<file path="src/rtl/uart_ctrl_v2.sv">
// uart_ctrl_v2: bus-mapped UART with RX/TX FIFOs, programmable divisor, sticky RX errors and level IRQ.
// Optional feature macro UART_LOOPBACK_EN: CTRL[4] routes the internal TX line into RX and parks tx_sig high.
module uart_ctrl_v2 #(
  parameter int ClockFreqHz  = 10000000,
  parameter int BaudRate     = 115200,
  parameter int DataBitsSize = 8,
  parameter int StopBitsSize = 1,
  parameter int RxDepth      = 16,
  parameter int TxDepth      = 16
) (
  input  logic       clk,
  input  logic       rst_n,
  input  logic       rx_sig,
  output logic       tx_sig,
  input  logic [3:0] addr,
  input  logic [7:0] wdata,
  output logic [7:0] data,
  input  logic       addr_strobe,
  output logic       irq
);
  localparam int DB  = DataBitsSize;
  localparam int RAW = $clog2(RxDepth);
  localparam int TAW = $clog2(TxDepth);
  localparam logic [15:0] DivRst  = 16'(ClockFreqHz / BaudRate);
  localparam logic [2:0]  LastBit = 3'(DB - 1);
`ifdef UART_LOOPBACK_EN
  localparam logic [4:0]  CtrlMask = 5'h1F;
`else
  localparam logic [4:0]  CtrlMask = 5'h0F;
`endif

  typedef enum logic [1:0] {S_IDLE, S_START, S_DATA, S_STOP} state_e;

  logic [15:0] div_q, div_d, eff_div;
  logic [4:0]  ctrl_q, ctrl_d;
  logic [7:0]  data_q, data_d, rd_val, status;
  logic        overrun_q, overrun_d, frame_err_q, frame_err_d, irq_q, irq_d;
  logic        sel_stat, sel_rxd, sel_txd, lpbk;

  logic [DB-1:0]  rx_mem [RxDepth];
  logic [RAW-1:0] rx_wp_q, rx_wp_d, rx_rp_q, rx_rp_d;
  logic [RAW:0]   rxf_cnt_q, rxf_cnt_d;
  logic           rx_empty, rx_full, rx_push, rx_pop;

  logic [DB-1:0]  tx_mem [TxDepth];
  logic [TAW-1:0] tx_wp_q, tx_wp_d, tx_rp_q, tx_rp_d;
  logic [TAW:0]   txf_cnt_q, txf_cnt_d;
  logic           tx_empty, tx_full, tx_push;

  state_e        tx_st_q;
  logic [16:0]   tx_clk_q;
  logic [15:0]   tx_div_q;
  logic [DB-1:0] tx_shift_q;
  logic [2:0]    tx_idx_q;
  logic          tx_line_q, tx_bit_end, tx_stop_end, tx_start, tx_idle;

  state_e        rx_st_q;
  logic [15:0]   rx_clk_q, rx_div_q;
  logic [DB-1:0] rx_shift_q;
  logic [2:0]    rx_idx_q;
  logic          rx_s1_q, rx_s2_q, rx_prev_q, rx_in, rx_fall;
  logic          rx_half_end, rx_bit_end, rx_stop_done, rx_byte_vld;

  assign lpbk     = ctrl_q[4];
  assign rx_in    = lpbk ? tx_line_q : rx_sig;
  assign tx_sig   = lpbk ? 1'b1 : tx_line_q;
  assign data     = data_q;
  assign irq      = irq_q;
  assign eff_div  = (div_q < 16'd4) ? 16'd4 : div_q;

  assign sel_stat = addr_strobe && addr == 4'h0;
  assign sel_rxd  = addr_strobe && addr == 4'h1;
  assign sel_txd  = addr_strobe && addr == 4'h2;

  assign rx_empty = rxf_cnt_q == '0;
  assign rx_full  = rxf_cnt_q == (RAW+1)'(RxDepth);
  assign tx_empty = txf_cnt_q == '0;
  assign tx_full  = txf_cnt_q == (TAW+1)'(TxDepth);
  assign tx_idle  = tx_empty && tx_st_q == S_IDLE;
  assign status   = {2'b00, rx_full, frame_err_q, overrun_q, tx_idle, ~tx_full, ~rx_empty};

  // A pop in the same cycle frees the slot the incoming byte needs.
  assign rx_pop   = sel_rxd && !rx_empty;
  assign rx_push  = rx_byte_vld && (!rx_full || rx_pop);
  assign tx_push  = sel_txd && !tx_full;

  assign tx_bit_end  = tx_clk_q == {1'b0, tx_div_q} - 17'd1;
  assign tx_stop_end = tx_clk_q == 17'(StopBitsSize) * {1'b0, tx_div_q} - 17'd1;
  assign tx_start    = ctrl_q[1] && !tx_empty &&
                       (tx_st_q == S_IDLE || (tx_st_q == S_STOP && tx_stop_end));

  assign rx_fall      = rx_prev_q && !rx_s2_q;
  assign rx_half_end  = rx_clk_q == (rx_div_q >> 1) - 16'd1;
  assign rx_bit_end   = rx_clk_q == rx_div_q - 16'd1;
  assign rx_stop_done = rx_st_q == S_STOP && rx_bit_end;
  assign rx_byte_vld  = rx_stop_done && rx_s2_q;

  // Every strobe is both a read and a write: software hands back in wdata what it wants kept.
  always_comb begin
    rd_val = 8'h00;
    case (addr)
      4'h0:    rd_val = status;
      4'h1:    rd_val = rx_empty ? 8'h00 : 8'(rx_mem[rx_rp_q]);
      4'h3:    rd_val = div_q[7:0];
      4'h4:    rd_val = div_q[15:8];
      4'h5:    rd_val = {3'b000, ctrl_q};
      default: rd_val = 8'h00;
    endcase
    data_d = addr_strobe ? rd_val : data_q;
    div_d  = div_q;
    if (addr_strobe && addr == 4'h3) div_d[7:0]  = wdata;
    if (addr_strobe && addr == 4'h4) div_d[15:8] = wdata;
    ctrl_d = (addr_strobe && addr == 4'h5) ? (wdata[4:0] & CtrlMask) : ctrl_q;
    overrun_d   = (overrun_q && !(sel_stat && wdata[3])) || (rx_byte_vld && rx_full && !rx_pop);
    frame_err_d = (frame_err_q && !(sel_stat && wdata[4])) || (rx_stop_done && !rx_s2_q);
    irq_d = (ctrl_q[2] && (!rx_empty || overrun_q || frame_err_q)) || (ctrl_q[3] && tx_idle);
  end

  always_comb begin
    rx_wp_d   = rx_push ? rx_wp_q + RAW'(1) : rx_wp_q;
    rx_rp_d   = rx_pop  ? rx_rp_q + RAW'(1) : rx_rp_q;
    rxf_cnt_d = rxf_cnt_q;
    if (rx_push && !rx_pop)      rxf_cnt_d = rxf_cnt_q + (RAW+1)'(1);
    else if (!rx_push && rx_pop) rxf_cnt_d = rxf_cnt_q - (RAW+1)'(1);
    tx_wp_d   = tx_push  ? tx_wp_q + TAW'(1) : tx_wp_q;
    tx_rp_d   = tx_start ? tx_rp_q + TAW'(1) : tx_rp_q;
    txf_cnt_d = txf_cnt_q;
    if (tx_push && !tx_start)      txf_cnt_d = txf_cnt_q + (TAW+1)'(1);
    else if (!tx_push && tx_start) txf_cnt_d = txf_cnt_q - (TAW+1)'(1);
  end

  always_ff @(posedge clk or negedge rst_n) begin
    if (!rst_n) begin
      div_q <= DivRst;       ctrl_q <= 5'h03;     data_q <= 8'h00;
      overrun_q <= 1'b0;     frame_err_q <= 1'b0; irq_q <= 1'b0;
      rx_wp_q <= '0;         rx_rp_q <= '0;       rxf_cnt_q <= '0;
      tx_wp_q <= '0;         tx_rp_q <= '0;       txf_cnt_q <= '0;
    end else begin
      div_q <= div_d;        ctrl_q <= ctrl_d;    data_q <= data_d;
      overrun_q <= overrun_d; frame_err_q <= frame_err_d; irq_q <= irq_d;
      rx_wp_q <= rx_wp_d;    rx_rp_q <= rx_rp_d;  rxf_cnt_q <= rxf_cnt_d;
      tx_wp_q <= tx_wp_d;    tx_rp_q <= tx_rp_d;  txf_cnt_q <= txf_cnt_d;
    end
  end

  always_ff @(posedge clk) begin
    if (rx_push) rx_mem[rx_wp_q] <= rx_shift_q;
    if (tx_push) tx_mem[tx_wp_q] <= wdata[DB-1:0];
  end

  // TX engine; a frame ending in STOP chains straight into the next START.
  always_ff @(posedge clk or negedge rst_n) begin
    if (!rst_n) begin
      tx_st_q <= S_IDLE; tx_clk_q <= '0; tx_div_q <= DivRst;
      tx_shift_q <= '0;  tx_idx_q <= '0; tx_line_q <= 1'b1;
    end else begin
      tx_clk_q <= tx_clk_q + 17'd1;
      case (tx_st_q)
        S_START: if (tx_bit_end) begin
          tx_st_q <= S_DATA; tx_clk_q <= '0; tx_idx_q <= '0; tx_line_q <= tx_shift_q[0];
        end
        S_DATA: if (tx_bit_end) begin
          tx_clk_q <= '0;
          if (tx_idx_q == LastBit) begin
            tx_st_q <= S_STOP; tx_line_q <= 1'b1;
          end else begin
            tx_idx_q <= tx_idx_q + 3'd1; tx_shift_q <= tx_shift_q >> 1; tx_line_q <= tx_shift_q[1];
          end
        end
        S_STOP: if (tx_stop_end) begin
          tx_st_q <= S_IDLE; tx_clk_q <= '0;
        end
        default: ;
      endcase
      if (tx_start) begin
        tx_st_q <= S_START; tx_clk_q <= '0; tx_line_q <= 1'b0;
        tx_shift_q <= tx_mem[tx_rp_q]; tx_div_q <= eff_div;
      end
    end
  end

  // RX engine; rx_en only gates leaving IDLE, so a running frame always completes.
  always_ff @(posedge clk or negedge rst_n) begin
    if (!rst_n) begin
      rx_s1_q <= 1'b1; rx_s2_q <= 1'b1; rx_prev_q <= 1'b1;
      rx_st_q <= S_IDLE; rx_clk_q <= '0; rx_div_q <= DivRst;
      rx_shift_q <= '0; rx_idx_q <= '0;
    end else begin
      rx_s1_q <= rx_in; rx_s2_q <= rx_s1_q; rx_prev_q <= rx_s2_q;
      rx_clk_q <= rx_clk_q + 16'd1;
      case (rx_st_q)
        S_IDLE: if (ctrl_q[0] && rx_fall) begin
          rx_st_q <= S_START; rx_clk_q <= '0; rx_div_q <= eff_div;
        end
        S_START: if (rx_half_end) begin
          rx_clk_q <= '0; rx_idx_q <= '0;
          rx_st_q  <= rx_s2_q ? S_IDLE : S_DATA;
        end
        S_DATA: if (rx_bit_end) begin
          rx_clk_q   <= '0;
          rx_shift_q <= {rx_s2_q, rx_shift_q[DB-1:1]};
          if (rx_idx_q == LastBit) rx_st_q <= S_STOP;
          else                     rx_idx_q <= rx_idx_q + 3'd1;
        end
        S_STOP: if (rx_bit_end) begin
          rx_st_q <= S_IDLE; rx_clk_q <= '0;
        end
        default: ;
      endcase
    end
  end
endmodule

</file>
<file path="config.mk">
export PLATFORM = sky130hd
export DESIGN_NAME = uart_ctrl_v2
export DESIGN_NICKNAME = d
export VERILOG_FILES = /design/src/rtl/uart_ctrl_v2.sv
export SDC_FILE = /design/constraint.sdc
export NUM_CORES = 1
export LEC_CHECK = 0
export ABC_AREA = 1
export CAP_MARGIN = 20
export CELL_PAD_IN_SITES_DETAIL_PLACEMENT = 2
export CELL_PAD_IN_SITES_GLOBAL_PLACEMENT = 2
export CORE_MARGIN = 5
export CORE_UTILIZATION = 37
export DETAILED_ROUTE_END_ITERATION = 12
export PLACE_DENSITY = 0.87
export SLEW_MARGIN = 30
export SYNTH_ARGS = -nofsm -noshare
export SYNTH_HDL_FRONTEND = slang
export SYNTH_SLANG_ARGS = --single-unit
</file>
<file path="constraint.sdc">
create_clock -name clk -period 3.3 [get_ports clk]
set_input_delay 0.66 -clock clk [delete_from_list [all_inputs] [get_ports clk]]
set_output_delay 0.66 -clock clk [all_outputs]
set_load 0.02 [all_outputs]
</file>
==> flow_metrics.env <==
export IMPL_hold_class="in -> async"
export IMPL_antenna_found_initial=3
export IMPL_remaining_drc_errors=0
export IMPL_violations="negative setup slack"
export IMPL_path_buf_inv=2
export IMPL_core_area_sq_um=51400
export IMPL_worstSetupStartpoint="rx_div_q[1]"
export IMPL_finalClockSkew_ns=0.0260
export IMPL_clockBufferDepth=3
export IMPL_yosys_warnings=0
export IMPL_fin_crit_ns=4.09
export IMPL_port_buffers=25
export IMPL_diodes=0
export IMPL_maxSlewHeadroom_pct=33.1
export IMPL_finalCritPeriodShare_pct=124
export IMPL_drt_wl_total_um=79700
export IMPL_max_stage_delay_ns=0.56
export IMPL_cp_cell_sequence="inv_4 -> ha_4 -> xor2_2 -> nand2_2 -> nor2_2 -> nand4_1 -> nor2_1 -> nand2_1 -> nor2_4 -> nand4_4 -> nor2_4 -> nand2_2 -> a21oi_2 -> ha_2 -> inv_4 -> ha_4 -> nand2_4 -> nor2_4 -> a211oi_4 -> nand2_2 -> nand2_2 -> nor2_4 -> xor2_2"
export IMPL_rows=83
export IMPL_peakVddDrop_mv=0.553
export IMPL_start_util_pct=37.4
export IMPL_grt_total_usage_pct=27.5
export IMPL_path_clk_slew_ns=0.07
export IMPL_ys_seq_area_share_pct=59.9
export IMPL_drt_iter0_drc=1458
export IMPL_worst_setup_path_end_kind="flop"
export IMPL_vias_per_cell=5.77
export IMPL_synth_edff_count=256
export IMPL_timing_fmax_ghz=0.245
export IMPL_wl_per_cell_um=28.2
export IMPL_cp_start_kind="flop"
export IMPL_status="finished with violations"
export IMPL_ys_ff_latch=408
export IMPL_fin_ws_ns=-0.786
export IMPL_crit_required_ns=3.79
export IMPL_r2r_cells=23
export IMPL_antenna_left=0
export IMPL_worstMarginPinSlew_ns=1.00
export IMPL_slew_viol_final=0
export IMPL_cap_violations=0
export IMPL_routabilityCongestion=0.852
export IMPL_ff_latch_area_sq_um=11500
export IMPL_synth_fp_nets=1991
export IMPL_cts_sinks=408
export IMPL_synthToLayoutAreaGrowth_pct=20.7
export IMPL_cts_buffers=45
export IMPL_die_w_um=238
export IMPL_synthArstFlopShare_pct=37.3
export IMPL_leakagePower_uw=0.00941
export IMPL_syn_area_sq_um=19200
export IMPL_die_y_um=238
export IMPL_cp_slowest_cell="dfstp_2"
export IMPL_rr_startpoint="rx_div_q[1]"
export IMPL_first_pass_iters=5
export IMPL_synth_cell_types=52
export IMPL_path_class="reg -> reg"
export IMPL_r2r_end="rxf_cnt_q[4]"
export IMPL_tns_ns=-18.53
export IMPL_hold_buffers=0
export IMPL_cts_max_level=2
export IMPL_ios=26
export IMPL_multi_input_area_sq_um=7170
export IMPL_power_density_nw_per_um2=890
export IMPL_fin_area_sq_um=23200
export IMPL_first_global_vias=18373
export IMPL_final_nets=2163
export IMPL_cts_tree="yes"
export IMPL_die_area_sq_um=56600
export IMPL_fillCellCount=5309
export IMPL_gr_total_overflow=0
export IMPL_drive_gt1_share_pct=17.5
export IMPL_grt_pass1_wl_um=119000
export IMPL_endpoint="rxf_cnt_q[4]"
export IMPL_setup_viol=138
export IMPL_crit_arrival_ns=4.58
export IMPL_syn_mean_instance_area_sq_um=9.90
export IMPL_clockRootBuffer="clkbuf_16"
export IMPL_via_count=16305
export IMPL_worstSetupPathDepth=23
export IMPL_critical_path_top_delay_family="simple AND/OR/NAND/NOR gates"
export IMPL_cp_max_fo=4
export IMPL_regToRegSetupSlack_ns=-0.79
export IMPL_grt_max_degree=76
export IMPL_ys_flop_type="edfxtp_1"
export IMPL_hpwl_um=48000
export IMPL_finalHoldViolCount=0
export IMPL_insertion_delay_ns=0.61
export IMPL_netlist_instances=1940
export IMPL_place_area_sq_um=21200
export IMPL_rsz0062_at_grt="true"
==> registers in the layout, indices dropped and copies added, names as in the netlist, 8 cells and up, named ones only <==
| signal | cells |
|---|---|
| tx_mem | 128 |
| rx_clk_q | 16 |
| tx_clk_q | 17 |
| tx_div_q | 16 |
| rx_mem | 128 |
| rx_div_q | 16 |
| data | 8 |
| tx_shift_q | 8 |
| rx_shift_q | 8 |
| div_q | 16 |
==> power breakdown <==
part / total (uW) / internal, uW / leakage (uW) / switching, uW
Sequential: 6700 / 5940 / 0.00443 / 762
Clock: 5250 / 2920 / 0.000715 / 2340
Combinational: 8670 / 3020 / 0.00426 / 5650
Total: 20600 / 11900 / 0.00941 / 8750
==> metal layers <==
layer / vias up / global-route usage, % / share of wire [%]
met1: 8427 / 33.7 / 39
met2: 673 / 47.4 / 50
met5: - / 0 / 0.034
met4: 4 / 12.8 / 5.3
met3: 252 / 4.75 / 5.9
li1: 6949 / - / -
==> layout by cell type, fill, tap and decap left out, drive strengths merged, types with 2 or more instances in the layout <==
cell type and instances:
a211oi 3, a21o 3, a21oi 31, a221oi 4, a22o 2, a31oi 21
a32o 2, buf 168, bufinv 3, clkbuf 66, clkdlybuf4s50 24, clkinv 16
dfrtp 134, dfstp 18, edfxtp 256, fa 2, ha 33, inv 163
mux2 7, nand2 381, nand3 100, nand3b 4, nand4 35, nor2 276
nor3 16, nor4 6, o211ai 5, o21ai 206, o221a 2, o221ai 16
o22ai 36, o31ai 2, or2 7, xnor2 25, xor2 70
==> per-stage QoR <==
stage	power, uW	std cells	setup slack, ns	util [%]	hold WS, ns
2_1_floorplan	11000	1940	0.00514	-	0.345
3_3_place_gp	13400	2720	-0.211	41.2	0.347
3_5_place_dp	14200	2720	-0.608	41.2	0.357
4_1_cts	20200	2821	-0.581	44.7	0.144
5_1_grt	21600	2828	-0.839	45.1	0.161
6_report	20600	2828	-0.786	45.1	0.118
==> cells by family after synthesis <==
family / after synthesis / synth area share, %
adders and majority gates: 35 / 2.36
and+or+nand+nor: 826 / 18.3
AOI/OAI and AO/OA: 336 / 9.91
muxes: 8 / 0.463
xor gates and xnor gates: 95 / 4.33
DFF: 408 / 59.9
buffers and inverters: 232 / 4.66
==> cell usage after synthesis (2+ instances only) <==
| library cell | instances | area share (%) |
|---|---|---|
| a32o_1 | 2 | 0.10 |
| nor2_2 | 8 | 0.26 |
| a21oi_1 | 31 | 0.81 |
| nand3_1 | 99 | 2.6 |
| mux2_2 | 7 | 0.41 |
| clkinv_1 | 3 | 0.059 |
| edfxtp_1 | 256 | 40 |
| xnor2_1 | 25 | 1.1 |
| nor2_1 | 262 | 5.1 |
| o221a_2 | 2 | 0.12 |
| a221oi_1 | 4 | 0.18 |
| o21ai_0 | 202 | 5.3 |
| a22o_1 | 2 | 0.091 |
| a211oi_1 | 3 | 0.12 |
| nand2_1 | 376 | 7.3 |
| clkbuf_1 | 56 | 1.1 |
| nand4_1 | 30 | 0.98 |
| o22ai_1 | 36 | 1.2 |
| nand4_2 | 4 | 0.26 |
| nand2_2 | 5 | 0.16 |
| inv_1 | 160 | 3.1 |
| nand3b_1 | 4 | 0.16 |
| o221ai_1 | 16 | 0.73 |
| a21o_1 | 3 | 0.12 |
| ha_1 | 33 | 2.1 |
| nor2_4 | 6 | 0.35 |
| o21ai_1 | 3 | 0.078 |
| a31oi_1 | 21 | 0.68 |
| o211ai_1 | 5 | 0.20 |
| o31ai_1 | 2 | 0.078 |
| dfrtp_1 | 134 | 17 |
| nor3_1 | 15 | 0.39 |
| buf_2 | 7 | 0.18 |
| dfstp_2 | 18 | 2.5 |
| buf_4 | 2 | 0.078 |
| or2_2 | 7 | 0.23 |
| fa_1 | 2 | 0.21 |
| nor4_1 | 6 | 0.20 |
| xor2_1 | 70 | 3.2 |
==> cell type report <==
class | instances | share of cell area [%]
tap | 680 | 3.67
inverter | 165 | 2.73
sequential | 408 | 49.7
timing repair buffer | 192 | 6.74
clock buffer | 66 | 5.46
clock inverter | 17 | 0.799
multi-input combinational | 1300 | 30.9
==> worst min path at each step <==
stage,end,cells after the start,startpoint
6_report,rx_wp_q[3],1,rst_n
5_1_grt,rx_wp_q[3],1,rst_n
4_1_cts,data[6],1,rst_n
3_5_place_dp,rx_s2_q,0,rx_s1_q
3_3_place_gp,rx_s2_q,0,rx_s1_q
2_1_floorplan,rx_s2_q,0,rx_s1_q
==> worst register-to-register path: cells and delay by family, from the launching register on <==
| family | cells | cell delay, ns |
|---|---|---|
| simple gates | 14 | 1.69 |
| fa+ha+maj | 3 | 0.79 |
| flops | 1 | 0.56 |
| xor+xnor | 2 | 0.42 |
| compound gates | 2 | 0.39 |
| buf+inv | 2 | 0.12 |
==> timing repair <==
item / CTS / global route
gates resized for setup: 53 / 43
pin swaps: 35 / 37
buffers inserted: 18 / 7
setup endpoints to repair: 159 / 170
(Power assumes the default switching activity.)
